===== config.mk =====
export PLATFORM = sky130hd
export DESIGN_NAME = seq_tx_101
export DESIGN_NICKNAME = d
export VERILOG_FILES = /design/src/rtl/seq_tx_101.sv
export SDC_FILE = /design/constraint.sdc
export NUM_CORES = 1
export LEC_CHECK = 0
export CAP_MARGIN = 20
export CORE_MARGIN = 5
export CORE_UTILIZATION = 49
export DETAILED_ROUTE_END_ITERATION = 10
export PLACE_DENSITY = 0.73
export SYNTH_ARGS = -nofsm -noshare
export SYNTH_HDL_FRONTEND = slang
export SYNTH_SLANG_ARGS = --single-unit

===== constraint.sdc =====
create_clock -name Clk -period 5.76 [get_ports Clk]
set_clock_uncertainty 0.15 [all_clocks]
set_input_delay 1.728 -clock Clk [delete_from_list [all_inputs] [get_ports Clk]]
set_output_delay 1.728 -clock Clk [all_outputs]
set_load 0.005 [all_outputs]

===== src/rtl/seq_tx_101.sv =====
// seq_tx_101: serial pattern transmitter for the "101" detector family.
// Shifts a held WIDTH-bit word out MSB-first Repeat+1 times. A one-cycle gap
// separates the words. It also counts the overlapping "101" matches that it
// has emitted on valid bits.
module seq_tx_101 #(
    parameter int WIDTH = 8,
    parameter int REP_W = 4,
    parameter int CNT_W = 8
) (
    input  logic             Clk,
    input  logic             Rst,
    input  logic             Load,
    input  logic [WIDTH-1:0] Data,
    input  logic [REP_W-1:0] Repeat,
    output logic             Dout,
    output logic             Valid,
    output logic             Busy,
    output logic             Done,
    output logic [CNT_W-1:0] Count101
);
    localparam int IDX_W = $clog2(WIDTH);
    localparam logic [IDX_W-1:0] LAST = IDX_W'(WIDTH - 1);
    localparam logic [CNT_W-1:0] CMAX = '1;

    typedef enum logic [1:0] {IDLE, SHIFT, GAP, DONE} state_t;

    // The state register always names the phase that the output registers
    // currently show. The next-state logic therefore also decides the next
    // output values.
    state_t           state, state_n;
    logic [IDX_W-1:0] idx, idx_n;
    logic [REP_W-1:0] rep, rep_n;
    logic [WIDTH-1:0] hold, hold_n;
    logic [WIDTH-1:0] sh, sh_n;
    logic [1:0]       hist, hist_n, hist_b;
    logic [CNT_W-1:0] cnt_n, cnt_b;
    logic             bit_n;

    // Next-state logic. Word sequencing and the "101" tracker for the bit that
    // goes out next.
    always_comb begin
        state_n = state;
        idx_n   = idx;
        rep_n   = rep;
        hold_n  = hold;
        sh_n    = sh;
        hist_b  = hist;
        cnt_b   = Count101;
        case (state)
            IDLE, DONE: begin
                state_n = IDLE;
                if (Load) begin
                    state_n = SHIFT;
                    idx_n   = '0;
                    hold_n  = Data;
                    sh_n    = Data;
                    rep_n   = Repeat;
                    hist_b  = '0;
                    cnt_b   = '0;
                end
            end
            SHIFT: begin
                if (idx == LAST) begin
                    if (rep != '0) begin
                        rep_n   = rep - 1'b1;
                        state_n = GAP;
                    end else begin
                        state_n = DONE;
                    end
                end else begin
                    idx_n = idx + 1'b1;
                    sh_n  = {sh[WIDTH-2:0], 1'b0};
                end
            end
            GAP: begin
                // Send the held word again from its MSB.
                state_n = SHIFT;
                idx_n   = '0;
                sh_n    = hold;
            end
            default: state_n = IDLE;
        endcase

        bit_n  = sh_n[WIDTH-1];
        hist_n = hist_b;
        cnt_n  = cnt_b;
        // Only payload bits move the history. The gap cycle leaves it intact,
        // so a match can span two words.
        if (state_n == SHIFT) begin
            hist_n = {hist_b[0], bit_n};
            if (hist_b == 2'b10 && bit_n && cnt_b != CMAX)
                cnt_n = cnt_b + 1'b1;
        end
    end

    // State, datapath and registered outputs. Reset aborts a transfer at once.
    always_ff @(posedge Clk or negedge Rst) begin
        if (!Rst) begin
            state    <= IDLE;
            idx      <= '0;
            rep      <= '0;
            hold     <= '0;
            sh       <= '0;
            hist     <= '0;
            Count101 <= '0;
            Dout     <= 1'b0;
            Valid    <= 1'b0;
            Busy     <= 1'b0;
            Done     <= 1'b0;
        end else begin
            state    <= state_n;
            idx      <= idx_n;
            rep      <= rep_n;
            hold     <= hold_n;
            sh       <= sh_n;
            hist     <= hist_n;
            Count101 <= cnt_n;
            Dout     <= (state_n == SHIFT) & bit_n;
            Valid    <= (state_n == SHIFT);
            Busy     <= (state_n == SHIFT) || (state_n == GAP);
            Done     <= (state_n == DONE);
        end
    end
endmodule


# [Yosys cells after proc, flatten, opt, wreduce, memory -nomap -nowiden]
# Cells that the tools add are included.
[classes] addsub=3 n_eq_ne=13 n_mux=21 n_bitwise=1 reduce_logical=10
[ops] cell="two-way mux 8 bit" n=6
[ops] cell="one-hot mux 8 bit (3 select lines)" n=1
[ops] cell="two-way mux 4 bit" n=3
[ops] cell="== test 2 bit (second input constant)" n=5
[ops] cell="one-hot mux 3 bit (3 select lines)" n=1
[ops] cell="adder 8 x 1 -> 8 bit (second input constant)" n=1
[ops] cell="two-way mux 2 bit" n=4
[ops] cell="!= test 2 bit (second input constant)" n=4
[ops] cell="!= test 8 bit (second input constant)" n=1
[ops] cell="one-hot mux 4 bit (2 select lines)" n=1
[ops] cell="two-way mux 3 bit" n=2
[ops] cell="one-hot mux 2 bit (3 select lines)" n=1
[ops] cell="== test 2 x 1 -> 1 bit (second input constant)" n=2
[ops] cell="AND reduction 2 bit" n=2
[ops] cell="AND reduction 4 bit" n=1
[ops] cell="nonzero test 4 bit" n=1
[ops] cell="subtractor 4 x 1 -> 4 bit (second input constant)" n=1
[ops] cell="adder 3 x 1 -> 3 bit (second input constant)" n=1
[ops] cell="== test 3 bit (second input constant)" n=1
[ops] cell="logical AND 1 bit" n=2
[ops] cell="zero test 2 bit" n=1
[ops] cell="two-way mux 1 bit" n=2
[ops] cell="nonzero test 2 bit" n=1
[ops] cell="OR reduction 2 bit" n=1
[ops] cell="other kinds (2)" n=2
[word_totals] register_bits=39 input_bits=15 output_inout_bits=12

# [Longest topological paths before layout]
# Gate-level depths: netlist (run 1).
[logic_depth] word_depth=8 mapped_depth=12 ltp_nobuf=12

# [Worst setup path before layout (run 1)]
# Ideal clock, no wire load.
[synth_timing] kind="input to register" from="input Load" to="register Count101[1]" arrival_ns=3.415 required_time_ns=5.485 path_slack_ns=2.070 path_stages=9 n_path_buf=1 path_cell_list="nand2_1 clkbuf_1 and2_1 ha_1 and4_1 and3_1 a21oi_1 nand2_2 mux2_4"
[synth_via] elab_chain_cells=7
[synth_rtl] element="start: declaration" line_no="12" source="input logic Load,"
[synth_rtl] element="parallel branches: the longest is 6 deep, another holds adder 8 x 1 -> 8 bit"
[synth_rtl] element="two-way mux 8 bit *" line_no="89" source="if (state_n == SHIFT) begin"
[synth_rtl] element="named net cnt_n[1]" line_no="36" source="logic [CNT_W-1:0] cnt_n, cnt_b;"
[synth_rtl] element="end signal: assignment" line_no="117" source="Count101 <= cnt_n;"
[synth_rtl] element="end: declaration" line_no="19" source="output logic [CNT_W-1:0] Count101"
# Mark *: on every way through the listed nets, which the timed path passes. The select of a mux whose other input is x is not followed.
# A chain may end at the register's enable or synchronous reset.

# [Final worst setup path (run 1)]
# Same ends and word-level chain as after synthesis.

==> results of run 1 <==
==> registers in the layout, indices dropped and copies added (netlist names) <==
name	count
Busy	1
Count101	8
Done	1
Dout	1
Valid	1
hist	2
hold	8
idx	3
rep	4
sh	8
state	2
==> metrics by stage <==
stage	setup slack (ns)	instance area, um2
floorplan	2.07	1960
global placement	1.15	2220
detailed placement	1.10	2220
CTS	1.42	2320
global route	1.26	2320
finish	1.39	2320
==> final cells by class <==
type	count	area share (%)
Clock buffer	8	4.31
Inverter	7	1.13
Multi-Input combinational cell	137	38.8
Sequential cell	39	42.0
Tap cell	50	2.70
Timing Repair Buffer	26	11.0
==> worst max path at each step <==
stage / startpoint / to / slack (ns) / cells past startpoint
finish: Load / Count101[1]$_DFF_PN0_ / 1.39 / 9
floorplan: Load / Count101[1]$_DFF_PN0_ / 2.07 / 9
detailed placement: Load / Count101[1]$_DFF_PN0_ / 1.10 / 9
global route: Load / Count101[1]$_DFF_PN0_ / 1.26 / 9
CTS: Load / Count101[1]$_DFF_PN0_ / 1.42 / 9
global placement: Load / Count101[1]$_DFF_PN0_ / 1.15 / 9
==> cells by family after synthesis <==
logic type / count (synthesis) / synth area share (%)
AO/OA/AOI/OAI: 41 / 15.6
multiplexers: 6 / 3.39
XOR/XNOR: 4 / 1.79
flip-flops: 39 / 49.9
buffers and inverters: 17 / 4.09
adder cells (fa/ha/maj): 9 / 5.75
AND/OR/NAND/NOR: 77 / 19.5
==> metal layers <==
layer	share of wire (%)	track usage, %
met4	2.0	7.38
met3	4.9	4.68
met2	45	25.0
met1	48	21.6
met5	0	0
==> power by group through the flow <==
stage	Clock, W	Combinational [W]	Sequential (W)
6_report	0.000205	0.000344	0.000418
4_1_cts	0.000212	0.000348	0.000417
3_5_place_dp	0	0.000347	0.000421
3_3_place_gp	0	0.000338	0.000421
5_1_grt	0.000223	0.000392	0.000428
2_1_floorplan	0	0.000266	0.000410
==> worst max-delay path, stage by stage <==
cell             delay, ns
clkdlybuf4s50_1       0.50
nand2_1               0.41
and2_1                0.38
ha_1                  0.22
and4_1                0.19
and3_1                0.21
a21oi_1               0.32
nand2_2               0.13
mux2_4                0.31
==> cell usage in the layout (no fill, tap or decap), drive strengths merged, types with 3 or more instances in the layout <==
cell,n
inv,7
nor2,6
and2,3
clkbuf,8
nand3,3
clkdlybuf4s50,25
dfrtp,39
nor3b,3
ha,9
o21ai,14
a22o,5
a21oi,3
a222oi,7
nand2,43
and3,3
mux2i,4
==> key figures, run 1 <==
Synthesis
  – Mapped cell area: 0.00196 mm2
  – EDFF count, synth: 0
  – Largest cells by area after synthesis: dfrtp_1 (50%), nand2_1 (8.1%), ha_1 (5.8%), a222oi_1 (3.6%), o21ai_0 (3.6%)
  – YS warnings: 0
  – Post-synthesis net count: 217
  – Cell variety after synth: 46
  – Most common cell in the netlist: nand2_1
  – Area share of the largest cell type after synthesis: 49.9%
  – Post-synth top cells: nand2_1 (42), dfrtp_1 (39), o21ai_0 (14)
  – Syn_area_per_cell: between 10 and 15 um2
  – Dominant synthesized flop cell: dfrtp_1
  – Cell taking the most area after synthesis: dfrtp_1
  – Number of synthesized register bits: 39
  – Post-synthesis sequential area ratio: between 40% and 50%
  – Fraction of registers with async set or reset after synthesis: 100%
  – Syn Inst Count: 193

Final layout
  – Multi-input gate area: 901 um2
  – Share of cells above drive strength 1: 7.37%
  – N_diodes: 0
  – Final non-filler cell total: 267
  – Final Util: 58.9%
  – Register area: 976 um2
  – Layout area overhead: 18.6%
  – Fin nets: 240
  – Fillcell total: ~330

Clock network
  – CTS sink cnt: 39
  – Post-CTS sizing: 0
  – Clock Latency Late Sink: 0.29 ns
  – Num CTS Buffers: 5
  – Root Buffer: clkbuf_8
  – Post-CTS Setup Bufs: 0
  – CTS HTree Levels: 2
  – Hold_buf cts: 0
  – CTS tree: built
  – Max Buffers Root-to-Sink: 2
  – Clock transition at the registers of the reported paths: around 0.070 ns

Setup path
  – Critical path class: input port to register
  – R2R setup slack: 2.44 ns
  – Reg2Reg Capture Point: Count101[1]$_DFF_PN0_
  – CP Launch Type: input port
  – Crit. End Element: register
  – FF-to-FF path depth: 9
  – R2r startpoint: state[1]$_DFF_PN0_
  – Critical Path Fanout Max: 20
  – Worst path arrival time: 4.40 ns
  – WP data required: 5.79 ns

Die
  – Die width: 73.2 um
  – FP Rows: 23
  – Initial Util: around half
  – Die area: 0.00536 mm2
  – CORE AREA: 0.00394 mm2
  – DIE HEIGHT: 73.2 um
  – # IOs: 27

Hold path
  – Hold Crit Depth: 2
  – Hold Crit Class: register to register
  – Hold path endpoint: hold[0]$_DFFE_PN0P_
  – Worst hold start: hold[0]$_DFFE_PN0P_

STA
  – RSZ-0062 raised after global routing: no
  – Fin crit share: around three quarters
  – F_max: 0.229 GHz
  – Tmin final: about 4.4 ns
  – Slew HR: 42.3%
  – Final setup TNS: 0 ns
  – Final number of setup-violating endpoints: 0
  – Worst slew pin tran: 0.866 ns
  – Worst hold slack: 0.333 ns
  – Slew Viols, Final: 0
  – Hold Fails Final Rpt: 0

Power and ir drop
  – P_leak: 1.10 nW
  – Part of the power in registers: ~43%
  – Sw Ratio: 35.4%
  – Pint: roughly 0.00062 W
  – P_sw: 0.000343 W
  – Peak supply drop: roughly 0.19 mV
  – Logic gate share of total power: between 30% and 40%
  – Clk pwr share: 21.2%
  – Total power draw: 0.000967 W
  – Pwr/cell area: approximately 420 mW/mm2

Route
  – TritonRoute pass-1 iters: 5
  – DRT Wirelength: 3910 um
  – ANT nets after route: 0
  – 1st-iter DRT viols: slightly above 90
  – Vias: 1,444
  – Remaining DRCs: 0
  – Avg WL per Cell: between 10 and 15 um
  – DR vias/cell: 5.41

Placed design
  – GPL Wtd Cong: ~0.8
  – # port buffers: 26
  – Dpl cells: between 200 and 300
  – Final HPWL DP: 2580 um

Flow run
  – Max-cap violations: 0

Global routing
  – First-pass GRT wire length: 6700 um
  – GR Overflow Total: 0
  – GRT Total Usage: 16.4%
  – Initial antenna violation count: 0
  – Largest net degree at the start of global routing: 40
  – Vias in the first global route: between 1,000 and 1,500

Outcome
  – Outcome: finished clean
Power figures use the tool's default switching activity.
==> run 2, diff against run 1 <==
--- a/config.mk
+++ b/config.mk
@@ -9,7 +9,7 @@
 export CORE_MARGIN = 5
 export CORE_UTILIZATION = 49
 export DETAILED_ROUTE_END_ITERATION = 10
-export PLACE_DENSITY = 0.73
+export PLACE_DENSITY = 0.75
 export SYNTH_ARGS = -nofsm -noshare
 export SYNTH_HDL_FRONTEND = slang
 export SYNTH_SLANG_ARGS = --single-unit
==> constraint.sdc (replaced) <==
create_clock -name Clk -period 3.9 [get_ports Clk]
set_clock_uncertainty 0.15 [all_clocks]
set_input_delay 1.17 -clock Clk [delete_from_list [all_inputs] [get_ports Clk]]
set_output_delay 1.17 -clock Clk [all_outputs]
set_load 0.005 [all_outputs]
==> key figures, run 2 (synthesized netlist as in run 1, its figures left out) <==
Die
  – Die width: 73.2 um (unchanged)
  – FP Rows: 23 (unchanged)
  – CORE AREA: 0.00394 mm2 (unchanged)
  – # IOs: 27 (unchanged)
  – Die area: 0.00536 mm2 (unchanged)
  – DIE HEIGHT: 73.2 um (unchanged)
  – Initial Util: 49.6% (unchanged)

Clock network
  – Clock transition at the registers of the reported paths: 0.07 ns (about the same)
  – Root Buffer: clkbuf_8
  – CTS tree: built
  – Clock Latency Late Sink: 0.29 ns (about the same)
  – CTS sink cnt: 39 (unchanged)
  – Post-CTS sizing: 0 (unchanged)
  – Post-CTS Setup Bufs: 0 (unchanged)
  – Num CTS Buffers: 5 (unchanged)
  – Max Buffers Root-to-Sink: 2 (unchanged)
  – CTS HTree Levels: 2 (unchanged)
  – Hold_buf cts: 0 (unchanged)

Final layout
  – Share of cells above drive strength 1: 8.26% (+0.88 points)
  – Commonest non-fill, non-tap cells in the layout: nand2_1 (42), dfrtp_1 (39), clkdlybuf4s50_1 (25)
  – N_diodes: 0 (unchanged)
  – Layout area overhead: 18.7%
  – Commonest non-fill, non-tap cell in the layout: nand2_1
  – Fin nets: 242 (+0.83%)
  – Final Util: 58.9% (+0.064 points)
  – Fillcell total: 341 (+2.1%)
  – Largest regs: Count101: 8 flops, hold: 8 flops, sh: 8 flops

Route
  – ANT nets after route: 0 (unchanged)
  – Avg WL per Cell: 14.8 um (+1.3%)
  – TritonRoute pass-1 iters: 5 (unchanged)
  – Remaining DRCs: 0 (unchanged)
  – Vias: 1,487 (+3.0%)
  – DR vias/cell: 5.55 (+2.6%)
  – 1st-iter DRT viols: 139 (+53%)
  – DRT Wirelength: 3980 um (+1.7%)

Global routing
  – Largest net degree at the start of global routing: 40 (unchanged)
  – Initial antenna violation count: 0 (unchanged)
  – GR Overflow Total: 0 (unchanged)
  – Vias in the first global route: 1,445 (-0.89%)
  – GRT Total Usage: 16.0% (-0.41 points)
  – First-pass GRT wire length: 6530 um (-2.6%)

Power and ir drop
  – Total power draw: 0.00141 W (+46%)
  – P_leak: 1.10 nW (+0.41%)
  – Peak supply drop: 0.293 mV (+53%)
  – Pwr/cell area: 608 mW/mm2 (+46%)

Setup path
  – Worst path arrival time: 3.41 ns (-0.99 ns)
  – Crit. End Element: register
  – Crit-path cells: clkdlybuf4s50_1 > nand2_1 > and2_1 > ha_1 > and4_1 > and3_1 > a21oi_1 > nand2_2 > mux2_4
  – CP max stage delay: 0.52 ns (+0.02 ns)
  – Critical path class: input port to register
  – Critical Path Fanout Max: 4 (-80%)
  – WP data required: 3.93 ns (-1.86 ns)
  – Cell family with most CP delay: simple AND/OR/NAND/NOR gates
  – WP buf/inv: 1 (unchanged)
  – Slowest CP cell: clkdlybuf4s50_1
  – CP Launch Type: input port

STA
  – F_max: 0.296 GHz
  – Slew HR: 42.5% (+0.24 points)
  – RSZ-0062 raised after global routing: no
  – Worst hold slack: 0.334 ns (+0.000546 ns)
  – Hold Fails Final Rpt: 0 (unchanged)
  – Fin crit share: 86.8%
  – Worst slew pin tran: 0.862 ns (-0.00366 ns)
  – Tmin final: about 3.4 ns
  – Final number of setup-violating endpoints: 0 (unchanged)
  – Slew Viols, Final: 0 (unchanged)
  – Final setup TNS: 0 ns (unchanged)

Placed design
  – # port buffers: 26 (unchanged)
  – GPL Wtd Cong: 0.851 (+8.6%)
  – Final HPWL DP: 2720 um (+5.5%)

Outcome
  – Outcome: finished clean

Flow run
  – Max-cap violations: 0 (unchanged)

Hold path
  – Hold Crit Class: register to register
[run 2: metal layers]
metal	part of all wire (%)	GRT usage, %
met5	0	0
met4	2.7	7.38
met3	4.1	5.37
met2	47	24.8
met1	46	20.1
[run 2: worst min-delay path, cell delays in order, from the launching register on]
cell and delay [ns]:
dfrtp_1 0.35, nand2_1 0.05, nand2_1 0.06
[run 2: per-stage QoR]
stage                     worst slack (ns)  instance area (um2)  cells
after global routing                 0.360                 2320    268
after CTS                            0.519                 2320    268
after floorplan                      0.768                 1960    193
final                                0.517                 2320    268
after global placement               0.293                 2240    261
after detailed placement             0.206                 2240    261
[run 2: cell type report]
type	count	area, um2	share of cell area [%]
Clock buffer	6	82.6	3.55
Timing Repair Buffer	28	270	11.6
Sequential cell	39	976	42.0
Tap cell	50	62.6	2.69
Inverter	7	26.3	1.13
Clock inverter	1	5.00	0.215
Multi-Input combinational cell	137	901	38.8
[run 2: worst paths after layout]
path	startpoint	endpoint	slack [ns]	depth (start not counted)
worst min-delay path	hold[3]$_DFFE_PN0P_	hold[3]$_DFFE_PN0P_	0.33	2
min in group asynchronous	Rst	rep[0]$_DFFE_PN0P_	0.84	1
max in group asynchronous	Rst	Count101[3]$_DFF_PN0_	2.22	1
worst max register to register	idx[0]$_DFFE_PN0P_	Count101[1]$_DFF_PN0_	1.03	10
worst max-delay path	Load	Count101[1]$_DFF_PN0_	0.52	9
worst min register to register	hold[3]$_DFFE_PN0P_	hold[3]$_DFFE_PN0P_	0.33	2
[run 2: power by group]
part	internal [W]	switching (W)	leakage (nW)	total [W]
Clock	0.000139	0.000137	0.0470	0.000275
Combinational	0.000230	0.000290	0.547	0.000520
Sequential	0.000539	0.0000780	0.508	0.000617
Total	0.000908	0.000504	1.10	0.00141
==> run 3, diff against run 2 <==
--- a/config.mk
+++ b/config.mk
@@ -9,6 +9,7 @@
 export CORE_MARGIN = 5
 export CORE_UTILIZATION = 49
 export DETAILED_ROUTE_END_ITERATION = 10
+export GPL_ROUTABILITY_DRIVEN = 0
 export PLACE_DENSITY = 0.75
 export SYNTH_ARGS = -nofsm -noshare
 export SYNTH_HDL_FRONTEND = slang
==> results of run 3 <==
Final layout, timing and power as in run 2 (identical DEF).
